**src/rtl/stage_wb.sv**
```systemverilog
// ---------------------------------------------------------------------------
// stage_wb : write-back stage of the 5-stage RISC-V pipeline.
//
// Holds the MEM/WB pipeline register and selects the register-file write data:
//   - LOAD      : byte/halfword/word pulled out of DMEM_data_out by the low two
//                 address bits, sign- or zero-extended according to funct3
//   - JAL/JALR  : DMEM_data_out unchanged (stage_MEM routes the link address
//                 onto it)
//   - otherwise : EX_MEM_alu_out
// Misaligned loads (and illegal load funct3 values) are captured with the
// write enable cleared and MEM_WB_misalign set.
//
// Ports
//   clk, reset_n                 clock, asynchronous active-low reset
//   EX_MEM_*                     instruction currently in MEM
//   DMEM_data_out                DMEM read word / link address, same cycle
//   MEM_WB_stall / MEM_WB_flush  hold / bubble the register (flush wins)
//   MEM_WB_valid, _reg_write_en, _rd, _wb_data, _misalign
//                                registered outputs to the register file and
//                                the forwarding unit
//   MEM_WB_retire_cnt            64-bit retired-instruction count
//
// Optional feature macro: WB_RETIRE_CNT_EN
//   defined   -> retire counter and MEM_WB_retire_cnt port are present
//   undefined -> both are absent; nothing else changes
// ---------------------------------------------------------------------------
module stage_wb #(
  parameter int REG_WIDTH      = 32,
  parameter int REG_ADDR_WIDTH = 5
) (
  input  logic                      clk,
  input  logic                      reset_n,
  input  logic                      EX_MEM_valid,
  input  logic                      EX_MEM_reg_write_en,
  input  logic [REG_ADDR_WIDTH-1:0] EX_MEM_rd,
  input  logic [6:0]                EX_MEM_inst_opcode,
  input  logic [2:0]                EX_MEM_funct3,
  input  logic [REG_WIDTH-1:0]      EX_MEM_alu_out,
  input  logic [REG_WIDTH-1:0]      DMEM_data_out,
  input  logic                      MEM_WB_stall,
  input  logic                      MEM_WB_flush,
  output logic                      MEM_WB_valid,
  output logic                      MEM_WB_reg_write_en,
  output logic [REG_ADDR_WIDTH-1:0] MEM_WB_rd,
  output logic [REG_WIDTH-1:0]      MEM_WB_wb_data,
  output logic                      MEM_WB_misalign
`ifdef WB_RETIRE_CNT_EN
  ,
  output logic [63:0]               MEM_WB_retire_cnt
`endif
);

  localparam logic [6:0] OP_LOAD = 7'b0000011;
  localparam logic [6:0] OP_JAL  = 7'b1101111;
  localparam logic [6:0] OP_JALR = 7'b1100111;

  localparam logic [2:0] F3_LB  = 3'b000;
  localparam logic [2:0] F3_LH  = 3'b001;
  localparam logic [2:0] F3_LW  = 3'b010;
  localparam logic [2:0] F3_LBU = 3'b100;
  localparam logic [2:0] F3_LHU = 3'b101;

  logic [1:0]           w_off;
  logic [7:0]           w_byte;
  logic [15:0]          w_half;
  logic [REG_WIDTH-1:0] w_wb_data;
  logic                 w_misalign;
  logic                 w_capture;

  logic                      r_valid;
  logic                      r_reg_write_en;
  logic [REG_ADDR_WIDTH-1:0] r_rd;
  logic [REG_WIDTH-1:0]      r_wb_data;
  logic                      r_misalign;

  assign w_off     = EX_MEM_alu_out[1:0];
  assign w_capture = !MEM_WB_flush && !MEM_WB_stall;

  // Byte and halfword lanes of the loaded word selected by the address offset.
  always_comb begin
    w_byte = 8'h00;
    case (w_off)
      2'd0:    w_byte = DMEM_data_out[7:0];
      2'd1:    w_byte = DMEM_data_out[15:8];
      2'd2:    w_byte = DMEM_data_out[23:16];
      default: w_byte = DMEM_data_out[31:24];
    endcase
  end

  assign w_half = w_off[1] ? DMEM_data_out[31:16] : DMEM_data_out[15:0];

  // Write-back data selection and misalignment detection. Misaligned
  // halfword/word loads still produce extracted data; only the write enable
  // is suppressed. Illegal load funct3 values produce zero data.
  always_comb begin
    w_wb_data  = EX_MEM_alu_out;
    w_misalign = 1'b0;
    if (EX_MEM_inst_opcode == OP_LOAD) begin
      case (EX_MEM_funct3)
        F3_LB:  w_wb_data = {{(REG_WIDTH-8){w_byte[7]}}, w_byte};
        F3_LBU: w_wb_data = {{(REG_WIDTH-8){1'b0}}, w_byte};
        F3_LH: begin
          w_wb_data  = {{(REG_WIDTH-16){w_half[15]}}, w_half};
          w_misalign = w_off[0];
        end
        F3_LHU: begin
          w_wb_data  = {{(REG_WIDTH-16){1'b0}}, w_half};
          w_misalign = w_off[0];
        end
        F3_LW: begin
          w_wb_data  = DMEM_data_out;
          w_misalign = (w_off != 2'd0);
        end
        default: begin
          w_wb_data  = '0;
          w_misalign = 1'b1;
        end
      endcase
    end else if (EX_MEM_inst_opcode == OP_JAL || EX_MEM_inst_opcode == OP_JALR) begin
      w_wb_data = DMEM_data_out;
    end
  end

  // MEM/WB register: flush beats stall beats capture.
  always_ff @(posedge clk or negedge reset_n) begin
    if (!reset_n) begin
      r_valid        <= 1'b0;
      r_reg_write_en <= 1'b0;
      r_rd           <= '0;
      r_wb_data      <= '0;
      r_misalign     <= 1'b0;
    end else if (MEM_WB_flush) begin
      r_valid        <= 1'b0;
      r_reg_write_en <= 1'b0;
      r_rd           <= '0;
      r_wb_data      <= '0;
      r_misalign     <= 1'b0;
    end else if (!MEM_WB_stall) begin
      r_valid        <= EX_MEM_valid;
      // Writes to x0 and misaligned loads never reach the register file.
      r_reg_write_en <= EX_MEM_valid && EX_MEM_reg_write_en &&
                        (EX_MEM_rd != '0) && !w_misalign;
      r_rd           <= EX_MEM_rd;
      r_wb_data      <= w_wb_data;
      r_misalign     <= EX_MEM_valid && w_misalign;
    end
  end

  assign MEM_WB_valid        = r_valid;
  assign MEM_WB_reg_write_en = r_reg_write_en;
  assign MEM_WB_rd           = r_rd;
  assign MEM_WB_wb_data      = r_wb_data;
  assign MEM_WB_misalign     = r_misalign;

`ifdef WB_RETIRE_CNT_EN
  logic [63:0] r_retire_cnt;

  // Counts every real instruction at the edge it enters WB; misaligned loads
  // included. Wraps naturally at 2^64.
  always_ff @(posedge clk or negedge reset_n) begin
    if (!reset_n) begin
      r_retire_cnt <= '0;
    end else if (w_capture && EX_MEM_valid) begin
      r_retire_cnt <= r_retire_cnt + 64'd1;
    end
  end

  assign MEM_WB_retire_cnt = r_retire_cnt;
`else
  logic w_unused_capture;
  assign w_unused_capture = w_capture;
`endif

endmodule

```
**config.mk**
```make
export PLATFORM = sky130hd
export DESIGN_NAME = stage_wb
export DESIGN_NICKNAME = d
export VERILOG_FILES = /design/src/rtl/stage_wb.sv
export SDC_FILE = /design/constraint.sdc
export NUM_CORES = 1
export LEC_CHECK = 0
export ABC_CLOCK_PERIOD_IN_PS = 800
export CORE_UTILIZATION = 44
export CTS_BUF_LIST = sky130_fd_sc_hd__clkbuf_8
export CTS_CLUSTER_DIAMETER = 150
export DETAILED_ROUTE_END_ITERATION = 8
export GPL_TIMING_DRIVEN = 0
export PLACE_DENSITY_LB_ADDON = 0.05
export SYNTH_ARGS = -nofsm -noshare
export SYNTH_HDL_FRONTEND = slang
export SYNTH_SLANG_ARGS = --single-unit
export TNS_END_PERCENT = 10
```
**constraint.sdc**
```tcl
create_clock -name clk -period 0.8 [get_ports clk]
set_input_delay 0.16 -clock clk [delete_from_list [all_inputs] [get_ports clk]]
set_output_delay 0.16 -clock clk [all_outputs]
set_load 0.05 [all_outputs]
```
==> qor.csv, run 1 <==
stage,metric,value,unit
timing,setup repair after global routing missed its margin,true,
power_and_ir_drop,Total Power,5.83,mW
yosys,syn_nets,400,
clock_network,clock latency on the worst-skew pair,0.30,ns
worst_setup_path,Setup Crit Path Kind,primary input to register,
status,violations in the final reports,"negative hold slack, negative setup slack",
routing,Total Routed Length,11.0,mm
worst_setup_path,delay of the slowest cell on the worst path,0.52,ns
yosys,fraction of registers with async set or reset after synthesis,100,%
layout,final net count,539,
timing,Max-Slew Margin vs Limit,62.7,%
power_and_ir_drop,leakage power figure,2.06,nW
placement,number of cells in the design after placement,515,
power_and_ir_drop,clock share of power,24.2,%
yosys,part of the Yosys area used for sequential elements,34.6,%
worst_setup_path,worst-case register-to-register setup slack,-0.10,ns
routing,average wire per cell in the routed design,20.6,um
yosys,synthesis warning total,0,
power_and_ir_drop,cell-internal power,3.80,mW
clock_network,Clock H-tree levels,2,
yosys,number of synthesized register bits,40,
worst_setup_path,startpoint of the worst register-to-register path,MEM_WB_wb_data[21],
global_routing,global-route wire length before repair,17.4,mm
floorplan,Starting Density,45.5,%
timing,number of max-slew violations in the final report,0,
layout,Filler Cell Count,481,
floorplan,die extent in x,83.1,um
worst_setup_path,Worst Path Max Fanout,5,
worst_setup_path,cell type of the slowest stage on the worst timing path,sky130_fd_sc_hd__or4_4,
power_and_ir_drop,largest vdd supply drop,0.929,mV
routing,number of iterations in the first detailed-routing pass,5,
worst_setup_path,Worst Path Required,0.97,ns
floorplan,Die Area,0.00690,mm2
timing,final hold slack,-0.223,ns
floorplan,total core area,0.00635,mm2
yosys,post-synth cell types,36,
clock_network,sink count of the clock tree,40,
floorplan,floorplan row count,29,
routing,total number of vias,3471,
worst_setup_path,Worst EP arrival,1.62,ns
routing,DRC errors left,0,
clock_network,"buffers from clock root to sink, at most",2,
timing,highest attainable clock frequency,0.690,GHz
layout,Multi-input gate area,0.00200,mm2
power_and_ir_drop,power density over the cells,1220,mW/mm2
clock_network,Inserted Clock Buffers,5,
timing,final-report hold violation count,15,
layout,"Design Area, Final",0.00476,mm2
status,outcome,finished with violations,
yosys,most used flip-flop cell after synthesis,sky130_fd_sc_hd__dfrtp_1,
placement,pre-CTS setup slack,-1.52,ns
worst_setup_path,cell depth of the worst setup path,7,
min_path,Hold Crit Class,primary input to asynchronous set/reset pin,
timing,share of the clock period used by the worst path after layout,181,%
layout,sequential cell area,0.00100,mm2
placement,hpwl dp,7.55,mm
worst_setup_path,Reg2Reg Capture Point,MEM_WB_wb_data[21],
worst_setup_path,cell breakdown of the critical path,buf_6 > or4_4 > or2_4 > buf_6 > o21bai_4 > buf_6 > o32ai_2,
layout,share of layout cells above drive strength 1,32.7,%
power_and_ir_drop,Comb pwr share,37.7,%
layout,final std cells w/o fill,532,
global_routing,via count of the first global-routing pass,3438,
clock_network,clock-pin slew on the worst setup and hold paths,0.08,ns
yosys,mapped cell area,0.00289,mm2
global_routing,largest net degree at the start of global routing,26,
floorplan,I/O Pins,125,
worst_setup_path,critical path capture point type,register,
worst_setup_path,length in cells of the worst reg-to-reg path,2,
placement,placed instance area,0.00426,mm2
layout,number of antenna diodes,0,
clock_network,clock tree from TritonCTS,done,
power_and_ir_drop,share of total power consumed by net switching,34.8,%
global_routing,global route total overflow,0,
timing,Clock Skews,0,ns
yosys,number of enable flip-flop cells after synthesis,0,
power_and_ir_drop,total net switching power,2.03,mW
timing,transition time of the tightest slew-check pin,0.559,ns
worst_setup_path,cell family with the largest share of critical-path delay,simple AND/OR/NAND/NOR gates,
global_routing,aggregate global-route resource usage,32.0,%
timing,Setup WS post-layout,-0.649,ns
routing,detail-routed via count per cell,6.52,
flow_run,max cap viols,0,
power_and_ir_drop,relative contribution of sequential cells to total power,38.1,%
timing,post-layout min period,1.45,ns
timing,setup violation total in the final timing report,80,
yosys,synthesized instance count,315,
layout,Layout Area Growth over Synthesis,64.8,%
routing,number of antenna-violating nets in the routed design,0,
yosys,synthesized area divided by synthesized cell count,9.18,um2
worst_setup_path,CP most frequent cell,sky130_fd_sc_hd__buf_6,
placement,Port Buf Inserts,122,
global_routing,antenna violations before repair,0,
worst_setup_path,startpoint types,primary input,
placement,RePlAce Congestion,0.986,
clock_network,Clock Tree Root,sky130_fd_sc_hd__clkbuf_8,
floorplan,height of the die,83.1,um
routing,Iter 0 DRT Violations,289,
worst_setup_path,number of buffer and inverter instances along the worst setup path,3,
-- sequential cells by signal, summed over array words and instances (netlist names) --
signal and cells:
MEM_WB_valid 1, MEM_WB_reg_write_en 1, MEM_WB_misalign 1, MEM_WB_wb_data 32
MEM_WB_rd 5
-- stage by stage --
step	utilization [%]	hold WS [ns]	TNS, ns
3_5_place_dp	67.1	0.110	-74.75
4_1_cts	74.0	-0.210	-32.98
6_report	75.0	-0.223	-31.31
2_1_floorplan	-	-0.136	-25.79
5_1_grt	75.0	-0.210	-33.39
3_3_place_gp	66.8	0.472	-134.66
-- worst max path at each step --
stage | endpoint | slack (ns) | startpoint
after CTS | MEM_WB_wb_data[27] | -0.63 | EX_MEM_inst_opcode[3]
after floorplan | MEM_WB_wb_data[22] | -0.82 | EX_MEM_inst_opcode[2]
final | MEM_WB_wb_data[22] | -0.65 | EX_MEM_inst_opcode[3]
after global placement | MEM_WB_valid | -1.53 | reset_n
after global routing | MEM_WB_wb_data[31] | -0.67 | EX_MEM_inst_opcode[3]
after detailed placement | MEM_WB_wb_data[27] | -1.52 | EX_MEM_inst_opcode[2]
-- metal layers --
layer	up-vias	track usage (%)	routed length [um]
li1	1529	-	-
met1	1657	41.8	4490
met2	255	49.7	5110
met3	30	7.46	1020
met4	0	16.0	346
met5	-	0	0
-- area by class of cell --
| cell class | instances | share of cell area (%) |
|---|---|---|
| Multi-Input combinational cell | 240 | 42.0 |
| Clock inverter | 2 | 0.158 |
| Tap cell | 77 | 2.02 |
| Buffer | 30 | 4.65 |
| Clock buffer | 6 | 1.73 |
| Inverter | 2 | 0.184 |
| Sequential cell | 40 | 21.0 |
| Timing Repair Buffer | 135 | 28.2 |
-- kinds of logic after synthesis --
group / share of synthesized area, %
multiplexers: 12.2
AO/OA/AOI/OAI: 31.7
flip-flops: 34.6
buffers and inverters: 5.15
AND/OR/NAND/NOR: 16.4
-- repair_timing --
action,CTS,global route
endpoints found under the setup margin,80,80
pin swaps,18,7
cloned,2,0
buffers inserted,9,1
resized for setup,314,82
endpoints found under the hold margin,15,15
-- power by group through the flow --
stage	Combinational, mW	Clock, mW	Sequential, mW
after floorplan	0.660	0	2.62
after global placement	1.95	0	2.24
after detailed placement	1.98	0	2.24
after CTS	2.12	1.42	2.21
after global routing	2.31	1.53	2.23
final	2.20	1.41	2.22
-- synthesized netlist by cell type, types with 2 or more instances --
cell / instances / area share [%]
sky130_fd_sc_hd__dfrtp_1: 40 / 35
sky130_fd_sc_hd__mux2i_1: 25 / 8.7
sky130_fd_sc_hd__clkbuf_1: 24 / 3.1
sky130_fd_sc_hd__nor3_1: 24 / 4.2
sky130_fd_sc_hd__nand2_1: 19 / 2.5
sky130_fd_sc_hd__nor2b_1: 19 / 4.1
sky130_fd_sc_hd__a21oi_1: 17 / 2.9
sky130_fd_sc_hd__a22oi_1: 16 / 4.2
sky130_fd_sc_hd__a2bb2oi_1: 16 / 4.8
sky130_fd_sc_hd__o32ai_1: 16 / 4.8
sky130_fd_sc_hd__a221oi_1: 9 / 2.7
sky130_fd_sc_hd__nor2_1: 9 / 1.2
sky130_fd_sc_hd__o21ai_0: 9 / 1.6
sky130_fd_sc_hd__o221ai_1: 9 / 2.7
sky130_fd_sc_hd__a32o_1: 8 / 2.8
sky130_fd_sc_hd__and3_1: 8 / 1.7
sky130_fd_sc_hd__buf_2: 8 / 1.4
sky130_fd_sc_hd__o31ai_1: 8 / 2.1
sky130_fd_sc_hd__a211oi_1: 7 / 1.8
sky130_fd_sc_hd__mux2_2: 7 / 2.7
sky130_fd_sc_hd__and3b_1: 2 / 0.61
-- layout by cell type, fill, tap and decap left out, types with 5 or more instances in the layout --
master and n:
sky130_fd_sc_hd__a211oi_1 6, sky130_fd_sc_hd__a21oi_1 16, sky130_fd_sc_hd__a221oi_2 8, sky130_fd_sc_hd__a22oi_1 16, sky130_fd_sc_hd__a2bb2oi_1 16, sky130_fd_sc_hd__a32o_1 8
sky130_fd_sc_hd__and3_1 7, sky130_fd_sc_hd__buf_2 5, sky130_fd_sc_hd__buf_4 12, sky130_fd_sc_hd__buf_6 40, sky130_fd_sc_hd__clkbuf_2 14, sky130_fd_sc_hd__clkbuf_4 7
sky130_fd_sc_hd__clkbuf_8 7, sky130_fd_sc_hd__clkdlybuf4s15_2 9, sky130_fd_sc_hd__clkdlybuf4s50_1 61, sky130_fd_sc_hd__dfrtp_1 40, sky130_fd_sc_hd__dlygate4sd2_1 9, sky130_fd_sc_hd__mux2i_1 24
sky130_fd_sc_hd__nand2_1 17, sky130_fd_sc_hd__nor2_1 7, sky130_fd_sc_hd__nor2b_1 19, sky130_fd_sc_hd__nor3_1 24, sky130_fd_sc_hd__o21ai_0 7, sky130_fd_sc_hd__o221ai_2 7
sky130_fd_sc_hd__o32ai_1 7, sky130_fd_sc_hd__o32ai_2 9
Note: power is estimated with default switching activity, not from simulation.
==> run 2, diff against run 1 <==
--- a/config.mk
+++ b/config.mk
@@ -6,6 +6,7 @@
 export NUM_CORES = 1
 export LEC_CHECK = 0
 export ABC_CLOCK_PERIOD_IN_PS = 800
+export CORE_MARGIN = 2
 export CORE_UTILIZATION = 44
 export CTS_BUF_LIST = sky130_fd_sc_hd__clkbuf_8
 export CTS_CLUSTER_DIAMETER = 150
==> qor.csv, run 2 (synthesis gave the netlist of run 1 again) <==
stage,metric,value,unit,change
status,outcome,finished with violations,,
floorplan,Die Area,0.00724,mm2,+4.9%
floorplan,I/O Pins,125,,unchanged
timing,Setup WS post-layout,-0.645,ns,+0.00401 ns
clock_network,Clock H-tree levels,2,,unchanged
worst_setup_path,startpoint of the worst register-to-register path,MEM_WB_wb_data[26],,
placement,RePlAce Congestion,0.916,,-7.1%
worst_setup_path,length in cells of the worst reg-to-reg path,2,,unchanged
global_routing,antenna violations before repair,0,,unchanged
floorplan,floorplan row count,29,,unchanged
power_and_ir_drop,Total Power,5.99,mW,+2.7%
layout,Layout Area Growth over Synthesis,64.7,%,about the same
timing,setup violation total in the final timing report,80,,unchanged
routing,total number of vias,3456,,-0.43%
routing,average wire per cell in the routed design,21.4,um,+3.9%
worst_setup_path,CP most frequent cell,sky130_fd_sc_hd__buf_6,,
power_and_ir_drop,power density over the cells,1260,mW/mm2,+2.8%
routing,DRC errors left,0,,unchanged
worst_setup_path,number of buffer and inverter instances along the worst setup path,3,,unchanged
timing,highest attainable clock frequency,0.692,GHz,+0.28%
layout,share of layout cells above drive strength 1,32.2,%,-0.52 points
routing,number of iterations in the first detailed-routing pass,5,,unchanged
clock_network,"buffers from clock root to sink, at most",2,,unchanged
worst_setup_path,worst-case register-to-register setup slack,-0.10,ns,about the same
global_routing,global-route wire length before repair,17.9,mm,+3.0%
clock_network,clock tree from TritonCTS,done,,
layout,"commonest non-fill, non-tap cell in the layout",sky130_fd_sc_hd__clkdlybuf4s50_1,,
routing,number of antenna-violating nets in the routed design,0,,unchanged
clock_network,Inserted Clock Buffers,5,,unchanged
power_and_ir_drop,leakage power figure,2.06,nW,about the same
layout,final net count,538,,-0.19%
routing,Total Routed Length,11.3,mm,+3.5%
timing,final-report hold violation count,14,,-1
floorplan,height of the die,85.1,um,+2.4%
worst_setup_path,Critical Path End,MEM_WB_wb_data[24],,
status,violations in the final reports,"negative hold slack, negative setup slack",,
timing,setup repair after global routing missed its margin,true,,
worst_setup_path,cell depth of the worst setup path,7,,unchanged
timing,Max-Slew Margin vs Limit,64.0,%,+1.2 points
layout,number of antenna diodes,0,,unchanged
worst_setup_path,Worst Path Required,0.99,ns,+0.02 ns
flow_run,max cap viols,0,,unchanged
timing,Clock Skews,0,ns,unchanged
global_routing,global route total overflow,0,,unchanged
routing,detail-routed via count per cell,6.52,,about the same
placement,Port Buf Inserts,122,,unchanged
worst_setup_path,Worst Path Max Fanout,5,,unchanged
power_and_ir_drop,total net switching power,2.10,mW,+3.1%
worst_setup_path,Setup Crit Path Kind,primary input to register,,
power_and_ir_drop,share of total power consumed by net switching,35.0,%,+0.14 points
power_and_ir_drop,Comb pwr share,36.9,%,-0.8 points
timing,post-layout min period,1.44,ns,-0.00401 ns
layout,Largest register FFs,32,,unchanged
layout,most frequent cells in the layout,"59 x sky130_fd_sc_hd__clkdlybuf4s50_1, 45 x sky130_fd_sc_hd__buf_6, 40 x sky130_fd_sc_hd__dfrtp_1, 24 x sky130_fd_sc_hd__mux2i_1, 24 x sky130_fd_sc_hd__nor3_1",,
worst_setup_path,critical path capture point type,register,,
worst_setup_path,startpoint types,primary input,,
power_and_ir_drop,cell-internal power,3.89,mW,+2.5%
floorplan,die extent in x,85.1,um,+2.4%
floorplan,Starting Density,45.5,%,unchanged
routing,Iter 0 DRT Violations,205,,-29%
power_and_ir_drop,clock share of power,26.0,%,+1.8 points
worst_setup_path,delay of the slowest cell on the worst path,0.53,ns,about the same
worst_setup_path,cell breakdown of the critical path,buf_6 > or4_4 > or2_4 > buf_6 > o21bai_4 > buf_6 > o32ai_2,,
clock_network,clock latency on the worst-skew pair,0.31,ns,about the same
worst_setup_path,cell family with the largest share of critical-path delay,simple AND/OR/NAND/NOR gates,,
floorplan,total core area,0.00635,mm2,unchanged
timing,share of the clock period used by the worst path after layout,181,%,-0.50 points
min_path,Hold Crit Class,primary input to asynchronous set/reset pin,,
power_and_ir_drop,largest vdd supply drop,0.967,mV,+4.1%
placement,hpwl dp,7.90,mm,+4.7%
worst_setup_path,Worst EP arrival,1.63,ns,about the same
clock_network,clock-pin slew on the worst setup and hold paths,0.09,ns,about the same
global_routing,via count of the first global-routing pass,3421,,-0.49%
worst_setup_path,cell type of the slowest stage on the worst timing path,sky130_fd_sc_hd__or4_4,,
power_and_ir_drop,relative contribution of sequential cells to total power,37.2,%,-0.9 points
clock_network,sink count of the clock tree,40,,unchanged
clock_network,Clock Tree Root,sky130_fd_sc_hd__clkbuf_8,,
global_routing,largest net degree at the start of global routing,27,,+3.8%
timing,number of max-slew violations in the final report,0,,unchanged
timing,final hold slack,-0.231,ns,-0.00808 ns
global_routing,aggregate global-route resource usage,31.3,%,-0.71 points
timing,transition time of the tightest slew-check pin,0.541,ns,-0.0187 ns
worst_setup_path,Critical Path Source,EX_MEM_inst_opcode[3],,
worst_setup_path,Reg2Reg Capture Point,MEM_WB_wb_data[26],,
## run 2: cell types whose count changed in the layout (fill, tap and decap cells not counted), sizes merged
cell           before  now
inv                 3    1
clkbuf             31   28
clkdlybuf4s50      61   59
clkdlybuf4s15       9    5
buf                60   69
dlygate4sd2         9    8
dlymetal6s2s        1    2
## run 2: final cells by class
type | instances | area [um2]
clock buffer | 7 | 96.3
multi-input combinational | 240 | 1990
timing repair buffer | 134 | 1350
sequential | 40 | 1000
fill | 485 | 1590
inverter | 2 | 8.76
buffer | 30 | 221
tap | 77 | 96.3
## run 2: timing repair
| item | CTS | global route |
|---|---|---|
| setup buffers | 9 | 0 |
| resized for setup | 310 | 114 |
| endpoints found under the setup margin | 80 | 80 |
| pin swaps | 18 | 8 |
| gates cloned | 2 | 0 |
| hold endpoints to repair | 14 | 14 |
## run 2: worst min-delay path by stage
stage | startpoint | to | slack (ns) | cells past startpoint
finish | reset_n | MEM_WB_wb_data[6] | -0.23 | 1
global route | reset_n | MEM_WB_wb_data[13] | -0.19 | 1
CTS | reset_n | MEM_WB_wb_data[13] | -0.22 | 1
detailed placement | reset_n | MEM_WB_wb_data[13] | 0.11 | 1
global placement | MEM_WB_wb_data[5] | MEM_WB_wb_data[5] | 0.46 | 2
floorplan | reset_n | MEM_WB_misalign | -0.14 | 0
## run 2: power groups by stage
stage	Combinational, mW	Clock [mW]	Sequential [mW]
floorplan	0.660	0	2.62
global placement	1.96	0	2.24
detailed placement	1.99	0	2.24
CTS	2.13	1.54	2.21
global route	2.33	1.59	2.24
finish	2.21	1.56	2.23
## run 2: stage by stage
step,utilization (%),setup WS (ns),instance area (um2),TNS (ns),cells
3_5_place_dp,67.1,-1.58,4260,-76.19,515
2_1_floorplan,-,-0.816,2930,-25.79,315
6_report,75.0,-0.645,4760,-30.41,530
4_1_cts,74.4,-0.641,4720,-33.29,530
3_3_place_gp,66.8,-1.61,4240,-139.10,514
5_1_grt,75.0,-0.687,4760,-32.64,530
## run 2: routing by layer
metal,wire length [um],track usage [%]
met5,0,0
met4,418,12.7
met3,1120,5.93
met2,5310,50.4
met1,4500,41.5
==> run 3, diff against run 2 <==
--- a/config.mk
+++ b/config.mk
@@ -10,6 +10,7 @@
 export CORE_UTILIZATION = 44
 export CTS_BUF_LIST = sky130_fd_sc_hd__clkbuf_8
 export CTS_CLUSTER_DIAMETER = 150
+export CTS_CLUSTER_SIZE = 10
 export DETAILED_ROUTE_END_ITERATION = 8
 export GPL_TIMING_DRIVEN = 0
 export PLACE_DENSITY_LB_ADDON = 0.05
==> results of run 3 <==
Final layout, timing and power as in run 2 (identical DEF).
